--- config.mk ---
export PLATFORM = sky130hd
export DESIGN_NAME = snn_network_sequencer_flat
export DESIGN_NICKNAME = d
export VERILOG_FILES = /design/src/rtl/snn_network_sequencer_if.sv /design/src/rtl/snn_network_sequencer.sv /design/src/flat_wrapper.sv
export SDC_FILE = /design/constraint.sdc
export NUM_CORES = 1
export LEC_CHECK = 0
export ABC_AREA = 1
export CAP_MARGIN = 5
export CORE_MARGIN = 1.5
export CORE_UTILIZATION = 42
export DETAILED_ROUTE_END_ITERATION = 16
export PLACE_DENSITY_LB_ADDON = 0.2
export SYNTH_ARGS = -nofsm -noshare
export SYNTH_HDL_FRONTEND = slang
export SYNTH_SLANG_ARGS = --single-unit
export TNS_END_PERCENT = 100
--- constraint.sdc ---
create_clock -name clk -period 1.5 [get_ports clk]
set_clock_uncertainty 0.1 [all_clocks]
set_input_delay 0.375 -clock clk [delete_from_list [all_inputs] [get_ports clk]]
set_output_delay 0.375 -clock clk [all_outputs]
set_load 0.05 [all_outputs]
--- src/rtl/snn_network_sequencer_if.sv ---
// Handshake/bus bundle between the SNN sequencer (master) and the core controller,
// spike memory and neuron array (slave).
interface snn_network_sequencer_if #(
  parameter int NUM_INPUTS = 4,
  parameter int SIM_TIME   = 16
);
  localparam int AW = (NUM_INPUTS > 1) ? $clog2(NUM_INPUTS) : 1;
  localparam int TW = (SIM_TIME > 1) ? $clog2(SIM_TIME) : 1;

  logic          network_en;
  logic          neuron_ack;
  logic          spike_rd_en;
  logic [AW-1:0] spike_addr;
  logic          neuron_update;
  logic [TW-1:0] timestep;
  logic          sim_time_done;
  logic          network_done;

  modport master (
    input  network_en, neuron_ack,
    output spike_rd_en, spike_addr, neuron_update, timestep, sim_time_done, network_done
  );

  modport slave (
    output network_en, neuron_ack,
    input  spike_rd_en, spike_addr, neuron_update, timestep, sim_time_done, network_done
  );
endinterface

--- src/rtl/snn_network_sequencer.sv ---
// Timestep sequencer for a spiking network: fetch NUM_INPUTS spikes, request a neuron
// update, repeat for SIM_TIME steps. Define SNN_SEQ_PAUSE_EN to pause (not abort) on network_en=0.
module snn_network_sequencer #(
  parameter int NUM_INPUTS = 4,
  parameter int SIM_TIME   = 16
) (
  input logic                    clk,
  input logic                    rst,
  snn_network_sequencer_if.master bus
);
  localparam int AW = (NUM_INPUTS > 1) ? $clog2(NUM_INPUTS) : 1;
  localparam int TW = (SIM_TIME > 1) ? $clog2(SIM_TIME) : 1;
  localparam logic [AW-1:0] IDX_LAST = AW'(NUM_INPUTS - 1);
  localparam logic [TW-1:0] TS_LAST  = TW'(SIM_TIME - 1);

  typedef enum logic [1:0] {IDLE, FETCH, UPDATE, DONE} state_t;

  state_t        r_state, w_state_nxt;
  logic [AW-1:0] r_idx, w_idx_nxt;
  logic [TW-1:0] r_ts, w_ts_nxt;
  logic          r_paused, w_paused_nxt;
  logic          w_run;

  always_ff @(posedge clk or negedge rst) begin
    if (!rst) begin
      r_state  <= IDLE;
      r_idx    <= '0;
      r_ts     <= '0;
      r_paused <= 1'b0;
    end else begin
      r_state  <= w_state_nxt;
      r_idx    <= w_idx_nxt;
      r_ts     <= w_ts_nxt;
      r_paused <= w_paused_nxt;
    end
  end

  always_comb begin
    w_state_nxt  = r_state;
    w_idx_nxt    = r_idx;
    w_ts_nxt     = r_ts;
    w_paused_nxt = 1'b0;
    case (r_state)
      IDLE: begin
        w_idx_nxt = '0;
        w_ts_nxt  = '0;
        if (bus.network_en) w_state_nxt = FETCH;
      end
      FETCH, UPDATE: begin
        if (!bus.network_en) begin
`ifdef SNN_SEQ_PAUSE_EN
          w_paused_nxt = 1'b1;
`else
          w_state_nxt = IDLE;
          w_idx_nxt   = '0;
          w_ts_nxt    = '0;
`endif
        end else if (r_paused) begin
          // First enabled cycle after a pause only re-exposes the strobe; no progress yet.
          w_paused_nxt = 1'b0;
        end else if (r_state == FETCH) begin
          if (r_idx == IDX_LAST) begin
            w_state_nxt = UPDATE;
            w_idx_nxt   = '0;
          end else begin
            w_idx_nxt = r_idx + 1'b1;
          end
        end else if (bus.neuron_ack) begin
          if (r_ts == TS_LAST) begin
            w_state_nxt = DONE;
          end else begin
            w_ts_nxt    = r_ts + 1'b1;
            w_state_nxt = FETCH;
          end
        end
      end
      DONE: begin
        w_state_nxt = IDLE;
        w_idx_nxt   = '0;
        w_ts_nxt    = '0;
      end
      default: begin
        w_state_nxt = IDLE;
        w_idx_nxt   = '0;
        w_ts_nxt    = '0;
      end
    endcase
  end

  assign w_run = (r_state == FETCH) || (r_state == UPDATE);

  assign bus.spike_rd_en   = (r_state == FETCH) && !r_paused;
  assign bus.spike_addr    = r_idx;
  assign bus.neuron_update = (r_state == UPDATE) && !r_paused;
  assign bus.timestep      = r_ts;
  assign bus.sim_time_done = w_run && (r_ts == TS_LAST);
  assign bus.network_done  = (r_state == DONE);
endmodule
--- src/flat_wrapper.sv ---
// flat-port wrapper written by rule: the top's interface ports become plain ports
module snn_network_sequencer_flat 
#(
  parameter int NUM_INPUTS = 4,
  parameter int SIM_TIME   = 16
)
  (clk, rst, bus_network_en, bus_neuron_ack, bus_spike_rd_en, bus_spike_addr, bus_neuron_update, bus_timestep, bus_sim_time_done, bus_network_done);
  snn_network_sequencer_if #(.NUM_INPUTS(NUM_INPUTS), .SIM_TIME(SIM_TIME)) bus_i ();
  input logic clk;
  input logic rst;
  input wire logic [$bits(bus_i.network_en)-1:0] bus_network_en;
  input wire logic [$bits(bus_i.neuron_ack)-1:0] bus_neuron_ack;
  output wire logic [$bits(bus_i.spike_rd_en)-1:0] bus_spike_rd_en;
  output wire logic [$bits(bus_i.spike_addr)-1:0] bus_spike_addr;
  output wire logic [$bits(bus_i.neuron_update)-1:0] bus_neuron_update;
  output wire logic [$bits(bus_i.timestep)-1:0] bus_timestep;
  output wire logic [$bits(bus_i.sim_time_done)-1:0] bus_sim_time_done;
  output wire logic [$bits(bus_i.network_done)-1:0] bus_network_done;
  assign bus_i.network_en = bus_network_en;
  assign bus_i.neuron_ack = bus_neuron_ack;
  assign bus_spike_rd_en = bus_i.spike_rd_en;
  assign bus_spike_addr = bus_i.spike_addr;
  assign bus_neuron_update = bus_i.neuron_update;
  assign bus_timestep = bus_i.timestep;
  assign bus_sim_time_done = bus_i.sim_time_done;
  assign bus_network_done = bus_i.network_done;
  snn_network_sequencer #(.NUM_INPUTS(NUM_INPUTS), .SIM_TIME(SIM_TIME)) u_core (.clk(clk), .rst(rst), .bus(bus_i));
endmodule
=== Word level (Yosys, flattened, before mapping) ===
Index checks and enable logic that the tools add are counted.

* Input bits: 4
* Word-level logic and storage cells: 40
* Bits in registers: 8

* Add/sub/neg operators: 2
* Equal/unequal tests: 12
* Multiplexer cells: 16
* Reductions and logical operators: 7

{| class="wikitable"
|+ Operators by type and width
! cell !! count
|-
| 2-bit 2-to-1 mux || 9
|-
| 4-bit 2-to-1 mux || 4
|-
| 3-bit inequality test (second input constant) || 3
|-
| 4-bit by 3-bit inequality test with 1-bit output (second input constant) || 2
|-
| 4-bit case mux with 2 select lines || 1
|-
| 2-bit equality test (second input constant) || 3
|-
| 2-bit case mux with 3 select lines || 1
|-
| 3-bit AND reduction || 2
|-
| 4-bit by 1-bit adder with 4-bit output (second input constant) || 1
|-
| 4-bit equality test (second input constant) || 1
|-
| 2-bit case mux with 2 select lines || 1
|-
| 2-bit OR reduction || 2
|-
| 3-bit by 2-bit inequality test with 1-bit output (second input constant) || 1
|-
| 2-bit by 1-bit adder with 2-bit output (second input constant) || 1
|-
| 2-bit by 1-bit equality test with 1-bit output (second input constant) || 1
|-
| 2-bit zero test || 1
|-
| 2-bit inequality test (second input constant) || 1
|-
| 1-bit logical AND || 1
|-
| 1-bit logical OR || 1
|}

=== Longest topological paths before layout ===
Gate-level depths: netlist of run 1.

* Depth after elaboration: 6
* Gate-level depth with buffers: 9
* Gate-level depth less buffers: 9

=== Least setup slack after synthesis of run 1 ===
Ideal clock, no wire load.

* Path kind: flip-flop to output port
* Start: reg u_core.r_ts[0] (netlist: u_core.bus.timestep[0])
* End: out bus_sim_time_done
* Setup slack: -0.738 ns
* Stages on the path, launching flop included: 4
* Arrival time: 1.763 ns
* Cells stage by stage: dfrtp_1 ha_1 nand3_1 nor2_1

* Longest elaborated chain between the ends: 2

{| class="wikitable"
|+ RTL lines
! element !! line !! source
|-
| start: declaration || snn_network_sequencer.sv:20 || <nowiki>logic [TW-1:0] r_ts, w_ts_nxt;</nowiki>
|-
| start signal: assignment || snn_network_sequencer.sv:33 || <nowiki>r_ts <= w_ts_nxt;</nowiki>
|-
| 4-bit equality test || snn_network_sequencer.sv:96 || <nowiki>assign bus.sim_time_done = w_run && (r_ts == TS_LAST);</nowiki>
|-
| 1-bit logical AND || snn_network_sequencer.sv:96 ||
|-
| end: declaration || flat_wrapper.sv:17 || <nowiki>output wire logic [$bits(bus_i.sim_time_done)-1:0] bus_sim_time_done;</nowiki>
|}

Every way passes these cells.

=== Worst setup path in the final report of run 1 ===
* Start: reg u_core.r_state[0]
* End: out bus_sim_time_done

* Longest elaborated chain between the ends: 3
* Elaborated cells on any way between the ends: 4
* Those cells by class: eq/ne (2); reduce/logical (2)

{| class="wikitable"
|+ RTL lines
! element !! line !! source
|-
| start: declaration || snn_network_sequencer.sv:18 || <nowiki>state_t r_state, w_state_nxt;</nowiki>
|-
| start signal: assignment || snn_network_sequencer.sv:31 || <nowiki>r_state <= w_state_nxt;</nowiki>
|-
| 2-bit by 1-bit equality test with 1-bit output or 2-bit equality test (tied branches) || snn_network_sequencer.sv:90 || <nowiki>assign w_run = (r_state == FETCH) || (r_state == UPDATE);</nowiki>
|-
| 1-bit logical OR * || snn_network_sequencer.sv:90 ||
|-
| 1-bit logical AND * || snn_network_sequencer.sv:96 ||
|}

Mark *: on every way between the ends. The rest lies on a longest branch, timed or not.

==> impl_metrics.py, run 1 <==
metrics = {
    "routing": {
        "firstDrtPassIters": 4,
        "drt_iter0_drc": 24,
        "drc": 0,
        "routedWlPerCell_um": 18.3,
        "via_per_inst": 5.48,
        "vias": 652,
        "wirelength_um": 2170,
        "ant_nets": 0,
    },
    "outcome": {
        "violations": "negative setup slack",
        "outcome": "finished, violations left",
    },
    "global_routing": {
        "grt-ovfl-total": 0,
        "grt.total_usage_pct": 26.8,
        "grt_max_degree": 9,
        "grt_pass1_vias": 599,
        "grt_pass1_wl_um": 2660,
        "grt_antenna_before_repair": 0,
    },
    "logic_synthesis": {
        "synth_largest_area_cell": "dfrtp_1",
        "synth_seq_cells": 8,
        "synthCells": 74,
        "ys_types": 19,
        "synth_area_leaders": "dfrtp_1 35%, ha_1 15%, nand2_1 14%, inv_1 6.6%, nand2_2 4.4%",
        "yosysSeqAreaShare_pct": 35.2,
        "syn_area_sq_um": 569,
        "yosys_warnings": 0,
        "syn-num-nets": 85,
        "avgSynthCellArea_sq_um": 7.69,
        "synth_top_area_share_pct": 35.2,
    },
    "cts": {
        "clk_latency_ns": 0.27,
        "clkTransAtPathRegs_ns": 0.07,
        "htreeDepth": 1,
        "cts_hold_buffers": 0,
        "root_buffer": "clkbuf_4",
        "cts.path.max_buffers": 2,
        "cts.sinks": 8,
        "cts_tree": "built",
        "numCtsBuffers": 3,
    },
    "finish": {
        "regArea_sq_um": 205,
        "n_antenna_cell": 0,
        "drive_gt1_share_pct": 58.7,
        "n_fill_cell": 62,
        "final_common_cell": "nand2_1",
        "final_cell_mix": "19 x nand2_1, 10 x buf_12, 9 x buf_4, 6 x inv_1, 6 x ha_4",
        "stdcell_area_sq_um": 1100,
        "nNetsFinal": 116,
        "multi_input_area_sq_um": 465,
        "area_growth_pct": 94.1,
    },
    "timing": {
        "tightest_slew_ns": 0.369,
        "period_share_pct": 117,
        "fin_ws_ns": -0.255,
        "tns_ns": -1.28,
        "finalHoldViolations": 0,
        "finalCriticalPeriod_ns": 1.76,
        "max_freq_mhz": 570,
        "drv_slew": 0,
        "rsz0062_at_grt": "yes",
        "relSlewSlack_pct": 75.3,
        "finalSetupViolCount": 10,
    },
    "setup_path": {
        "worstPathRequired_ns": 1.02,
        "criticalPathCategory": "flip-flop to output port",
        "worstPathArrival_ns": 1.28,
        "cp-start-kind": "flip-flop",
        "endpoint_kind": "output port",
        "crit_path_max_fanout": 2,
    },
    "power": {
        "vdd_drop_max_mv": 1.62,
        "cellPowerDensity_nw_per_um2": 2010,
        "power_frac_seq_pct": 15.7,
        "intPower_w": 0.00113,
        "power_w": 0.00222,
        "p_sw_w": 0.00108,
        "comb_power_share_pct": 75.2,
        "leakagePower_nw": 0.484,
        "clkPwrFrac_pct": 9.1,
        "switching_share_pct": 48.9,
    },
    "placement": {
        "place_congestion": 0.839,
        "place_area_sq_um": 926,
        "port_buffers": 13,
        "hpwl_um": 1090,
    },
    "floorplanning": {
        "die_area_sq_um": 1590,
        "start_util_pct": 44.3,
        "io_pins": 14,
        "fp.dieW_um": 39.8,
        "core_sq_um": 1280,
        "die_y_um": 39.8,
        "num_rows": 13,
    },
    "min_path": {
        "hold_class": "input pin to async pin",
    },
    "run": {
        "cap_violations": 0,
    },
}
## power groups by stage
stage | sequential, W | combinational [W] | clock [W]
2_1_floorplan | 0.000433 | 0.000556 | 0
6_report | 0.000347 | 0.00167 | 0.000202
4_1_cts | 0.000331 | 0.00140 | 0.000188
5_1_grt | 0.000350 | 0.00174 | 0.000214
3_3_place_gp | 0.000327 | 0.00115 | 0
3_5_place_dp | 0.000328 | 0.00117 | 0
## Yosys cell counts
master,number
a211oi_1,1
a21oi_1,3
dfrtp_1,8
ha_1,7
inv_1,10
inv_4,1
nand2_1,21
nand2_2,4
nand3_1,5
nand4_1,1
nand4_2,1
nor2_1,2
nor2_2,2
nor3_1,1
o21ai_0,1
o21ai_1,2
o21ai_2,1
o22ai_1,1
or2_2,2
## cell families (layout without fill, tap and decap cells)
| group | Yosys count | count (layout) | synth area share, % |
|---|---|---|---|
| and+or+nand+nor | 39 | 39 | 32.5 |
| buffers and inverters | 11 | 41 | 7.69 |
| AOI/OAI and AO/OA | 9 | 9 | 9.23 |
| DFF | 8 | 8 | 35.2 |
| adders and majority gates | 7 | 7 | 15.4 |
## metrics by stage
stage / hold slack (ns) / util, % / instances / setup slack [ns]
final: 0.276 / 86.0 / 119 / -0.255
after global routing: 0.294 / 86.0 / 119 / -0.308
after CTS: 0.295 / 81.9 / 118 / -0.237
after detailed placement: 0.466 / 72.1 / 111 / -0.121
after global placement: 0.466 / 72.1 / 111 / -0.0855
after floorplan: -0.0206 / - / 74 / -0.117
## layout make-up
cell class / count / share of cell area (%)
inverters: 11 / 4.19
clock buffers: 4 / 2.38
multi-input cells: 55 / 42.1
well taps: 15 / 1.70
repair buffers: 26 / 31.0
flip-flops and latches: 8 / 18.6
## worst max-delay path, stage by stage (launching register included)
cell	delay [ns]
dfrtp_1	0.39
inv_2	0.07
ha_4	0.27
inv_2	0.04
nor2_4	0.09
buf_12	0.14
## flip-flops by register name, summed over array words and instances, names as in the netlist
signal	flops
u_core.bus.spike_addr	2
u_core.r_state	2
u_core.bus.timestep	4
## worst paths after layout
path                                                       to                          startpoint  cells after the start  slack [ns]
max reg2reg                     u_core.r_state[1]$_DFFE_PN0P_       u_core.r_state[0]$_DFFE_PN0P_                      9       -0.10
min                             u_core.r_state[0]$_DFFE_PN0P_                                 rst                      1        0.28
min reg2reg                u_core.bus.timestep[3]$_DFFE_PN0P_  u_core.bus.timestep[3]$_DFFE_PN0P_                      2        0.52
max                                         bus_sim_time_done       u_core.r_state[0]$_DFFE_PN0P_                      5       -0.26
min in group clk           u_core.bus.timestep[3]$_DFFE_PN0P_  u_core.bus.timestep[3]$_DFFE_PN0P_                      2        0.52
max in group asynchronous  u_core.bus.timestep[1]$_DFFE_PN0P_                                 rst                      1        0.73
## layer usage
layer | wire length (um) | track usage, %
met5 | 0 | 0
met4 | 53 | 19.0
met3 | 118 | 4.55
met1 | 799 | 28.5
met2 | 1200 | 46.7
## timing repair
action                                  4_1_cts  5_1_grt
setup buffers                                 3        2
resized for setup                            15       14
pin swaps                                     3        6
endpoints found under the setup margin        6       13
endpoints found under the hold margin         0        0
Power figures use the tool's default switching activity.
==> inputs of run 2 (changes only) <==
--- a/config.mk
+++ b/config.mk
@@ -7,8 +7,10 @@
 export LEC_CHECK = 0
 export ABC_AREA = 1
 export CAP_MARGIN = 5
-export CORE_MARGIN = 1.5
-export CORE_UTILIZATION = 42
+export CELL_PAD_IN_SITES_DETAIL_PLACEMENT = 1
+export CELL_PAD_IN_SITES_GLOBAL_PLACEMENT = 1
+export CORE_MARGIN = 2
+export CORE_UTILIZATION = 30
 export DETAILED_ROUTE_END_ITERATION = 16
 export PLACE_DENSITY_LB_ADDON = 0.2
 export SYNTH_ARGS = -nofsm -noshare
==> run 2 against run 1 <==
  * The run still ends with negative setup slack left
  * Register-to-register slack got worse by 0.07 ns
  * Clock-buffer cell count did not move
  * Die area rose by 43%
  * Highest routed layer unchanged
==> impl_metrics.py, run 2 (same netlist as run 1, synthesis figures left out) <==
metrics = {
    "placement": {
        "port_buffers": 13,
        "dp_slack_ns": -0.146,
        "place_congestion": 0.811,
        "hpwl_um": 1320,
    },
    "finish": {
        "n_antenna_cell": 0,
        "regArea_sq_um": 205,
        "final_cell_mix": "17 x nand2_1, 14 x buf_4, 10 x buf_12, 7 x inv_1",
        "drive_gt1_share_pct": 63.3,
        "final_common_cell": "nand2_1",
        "nNetsFinal": 121,
        "multi_input_area_sq_um": 500,
        "largest_register_ffs": 4,
        "area_growth_pct": 109,
        "n_fill_cell": 198,
    },
    "timing": {
        "finalCriticalPeriod_ns": 1.74,
        "finalHoldViolations": 0,
        "tightest_slew_ns": 0.386,
        "relSlewSlack_pct": 74.2,
        "tns_ns": -1.59,
        "fin_ws_ns": -0.239,
        "rsz0062_at_grt": "yes",
        "drv_slew": 0,
        "max_freq_mhz": 575,
        "period_share_pct": 116,
        "finalSetupViolCount": 10,
    },
    "cts": {
        "root_buffer": "clkbuf_4",
        "cts_tree": "built",
        "cts_hold_buffers": 0,
        "htreeDepth": 1,
        "clk_latency_ns": 0.26,
        "clkTransAtPathRegs_ns": 0.06,
        "cts.sinks": 8,
        "numCtsBuffers": 3,
        "cts.path.max_buffers": 2,
    },
    "floorplanning": {
        "num_rows": 15,
        "die_area_sq_um": 2260,
        "start_util_pct": 32.3,
        "io_pins": 14,
        "core_sq_um": 1760,
        "die_y_um": 47.6,
        "fp.dieW_um": 47.6,
    },
    "outcome": {
        "violations": "negative setup slack",
        "outcome": "finished, violations left",
    },
    "global_routing": {
        "grt_pass1_wl_um": 2790,
        "grt_max_degree": 9,
        "grt_pass1_vias": 612,
        "grt_antenna_before_repair": 0,
        "grt-ovfl-total": 0,
        "grt.total_usage_pct": 18.2,
    },
    "setup_path": {
        "critPathBufInv": 3,
        "crit_path_max_fanout": 2,
        "worstPathRequired_ns": 1.02,
        "crit_start": "u_core.r_state[0]$_DFFE_PN0P_",
        "cp-start-kind": "flip-flop",
        "crit_family": "flip-flops",
        "max_stage_delay_ns": 0.38,
        "timing.rr.start": "u_core.r_state[0]$_DFFE_PN0P_",
        "crit_chain": "inv_2 -> ha_4 -> inv_2 -> nor2_4 -> buf_12",
        "cpMostUsedCell": "inv_2",
        "endpoint_kind": "output port",
        "worstPathArrival_ns": 1.26,
        "critPathSlowestCell": "dfrtp_1",
        "criticalPathCategory": "flip-flop to output port",
    },
    "power": {
        "clkPwrFrac_pct": 7.8,
        "intPower_w": 0.00126,
        "power_w": 0.00238,
        "p_sw_w": 0.00113,
        "power_frac_seq_pct": 14.1,
        "switching_share_pct": 47.3,
        "cellPowerDensity_nw_per_um2": 2000,
        "leakagePower_nw": 0.521,
        "comb_power_share_pct": 78.1,
        "vdd_drop_max_mv": 1.34,
    },
    "routing": {
        "firstDrtPassIters": 4,
        "via_per_inst": 4.75,
        "drt_iter0_drc": 3,
        "vias": 637,
        "ant_nets": 0,
        "wirelength_um": 2070,
        "drc": 0,
        "routedWlPerCell_um": 15.5,
    },
    "min_path": {
        "hold_class": "input pin to async pin",
    },
    "run": {
        "cap_violations": 0,
    },
}
run 2: area by class of cell:
| cell class | count | area share, % |
|---|---|---|
| sequential | 8 | 17.2 |
| tap | 25 | 2.62 |
| multi-input combinational | 55 | 42.0 |
| timing repair buffer | 31 | 31.9 |
| inverter | 11 | 4.09 |
| clock buffer | 4 | 2.20 |
run 2: metrics by stage:
step           utilization (%)  instances  area (sq um)  hold slack (ns)
4_1_cts                   60.0        129          1060            0.307
2_1_floorplan                -         74           609          -0.0206
5_1_grt                   67.6        134          1190            0.312
3_3_place_gp              53.6        122           946            0.467
6_report                  67.6        134          1190            0.298
3_5_place_dp              53.6        122           946            0.471
run 2: path summary, 6_finish.rpt:
path                            slack, ns  depth (start not counted)                              endpoint
worst max-delay path                -0.24                          5                     bus_sim_time_done
worst min-delay path                 0.30                          1         u_core.r_state[0]$_DFFE_PN0P_
worst max register to register      -0.17                         11         u_core.r_state[1]$_DFFE_PN0P_
worst min register to register       0.52                          2  u_core.bus.spike_addr[1]$_DFFE_PN0P_
max in group asynchronous            0.69                          1    u_core.bus.timestep[0]$_DFFE_PN0P_
min in group clk                     0.52                          2  u_core.bus.spike_addr[1]$_DFFE_PN0P_
run 2: worst register-to-register path: stages, from the launching register on:
cell and delay (ns):
dfrtp_1 0.40, inv_2 0.09, ha_4 0.21, buf_4 0.14, buf_6 0.13, nand2_8 0.08
inv_8 0.05, nand2_4 0.07, nand2_2 0.06, nor2_2 0.12, nand2_1 0.09, nand2_1 0.07
run 2: power groups by stage:
stage	Combinational, W	Sequential [W]	Clock, W
floorplan	0.000556	0.000433	0
global placement	0.00118	0.000325	0
detailed placement	0.00121	0.000327	0
CTS	0.00143	0.000329	0.000183
global route	0.00197	0.000340	0.000203
finish	0.00186	0.000335	0.000185
run 2: timing repair:
| action | in CTS | in global routing |
|---|---|---|
| pin swaps | 1 | 5 |
| endpoints found under the setup margin | 8 | 11 |
| resized for setup | 13 | 22 |
| buffers inserted | 3 | 5 |
| hold endpoints to repair | 0 | 0 |
run 2: metal layers:
metal,vias up,global-route usage [%],wire (um)
met4,0,1.62,32
met3,4,4.91,59
met1,315,20.5,839
met5,-,0,0
li1,304,-,-
met2,14,35.1,1140
==> inputs of run 3 (changes only) <==
--- a/config.mk
+++ b/config.mk
@@ -11,7 +11,9 @@
 export CELL_PAD_IN_SITES_GLOBAL_PLACEMENT = 1
 export CORE_MARGIN = 2
 export CORE_UTILIZATION = 30
+export CTS_CLUSTER_SIZE = 12
 export DETAILED_ROUTE_END_ITERATION = 16
+export GPL_ROUTABILITY_DRIVEN = 0
 export PLACE_DENSITY_LB_ADDON = 0.2
 export SYNTH_ARGS = -nofsm -noshare
 export SYNTH_HDL_FRONTEND = slang
==> results of run 3 <==
Same layout as run 2: the final DEF is identical, and so are final timing and power.
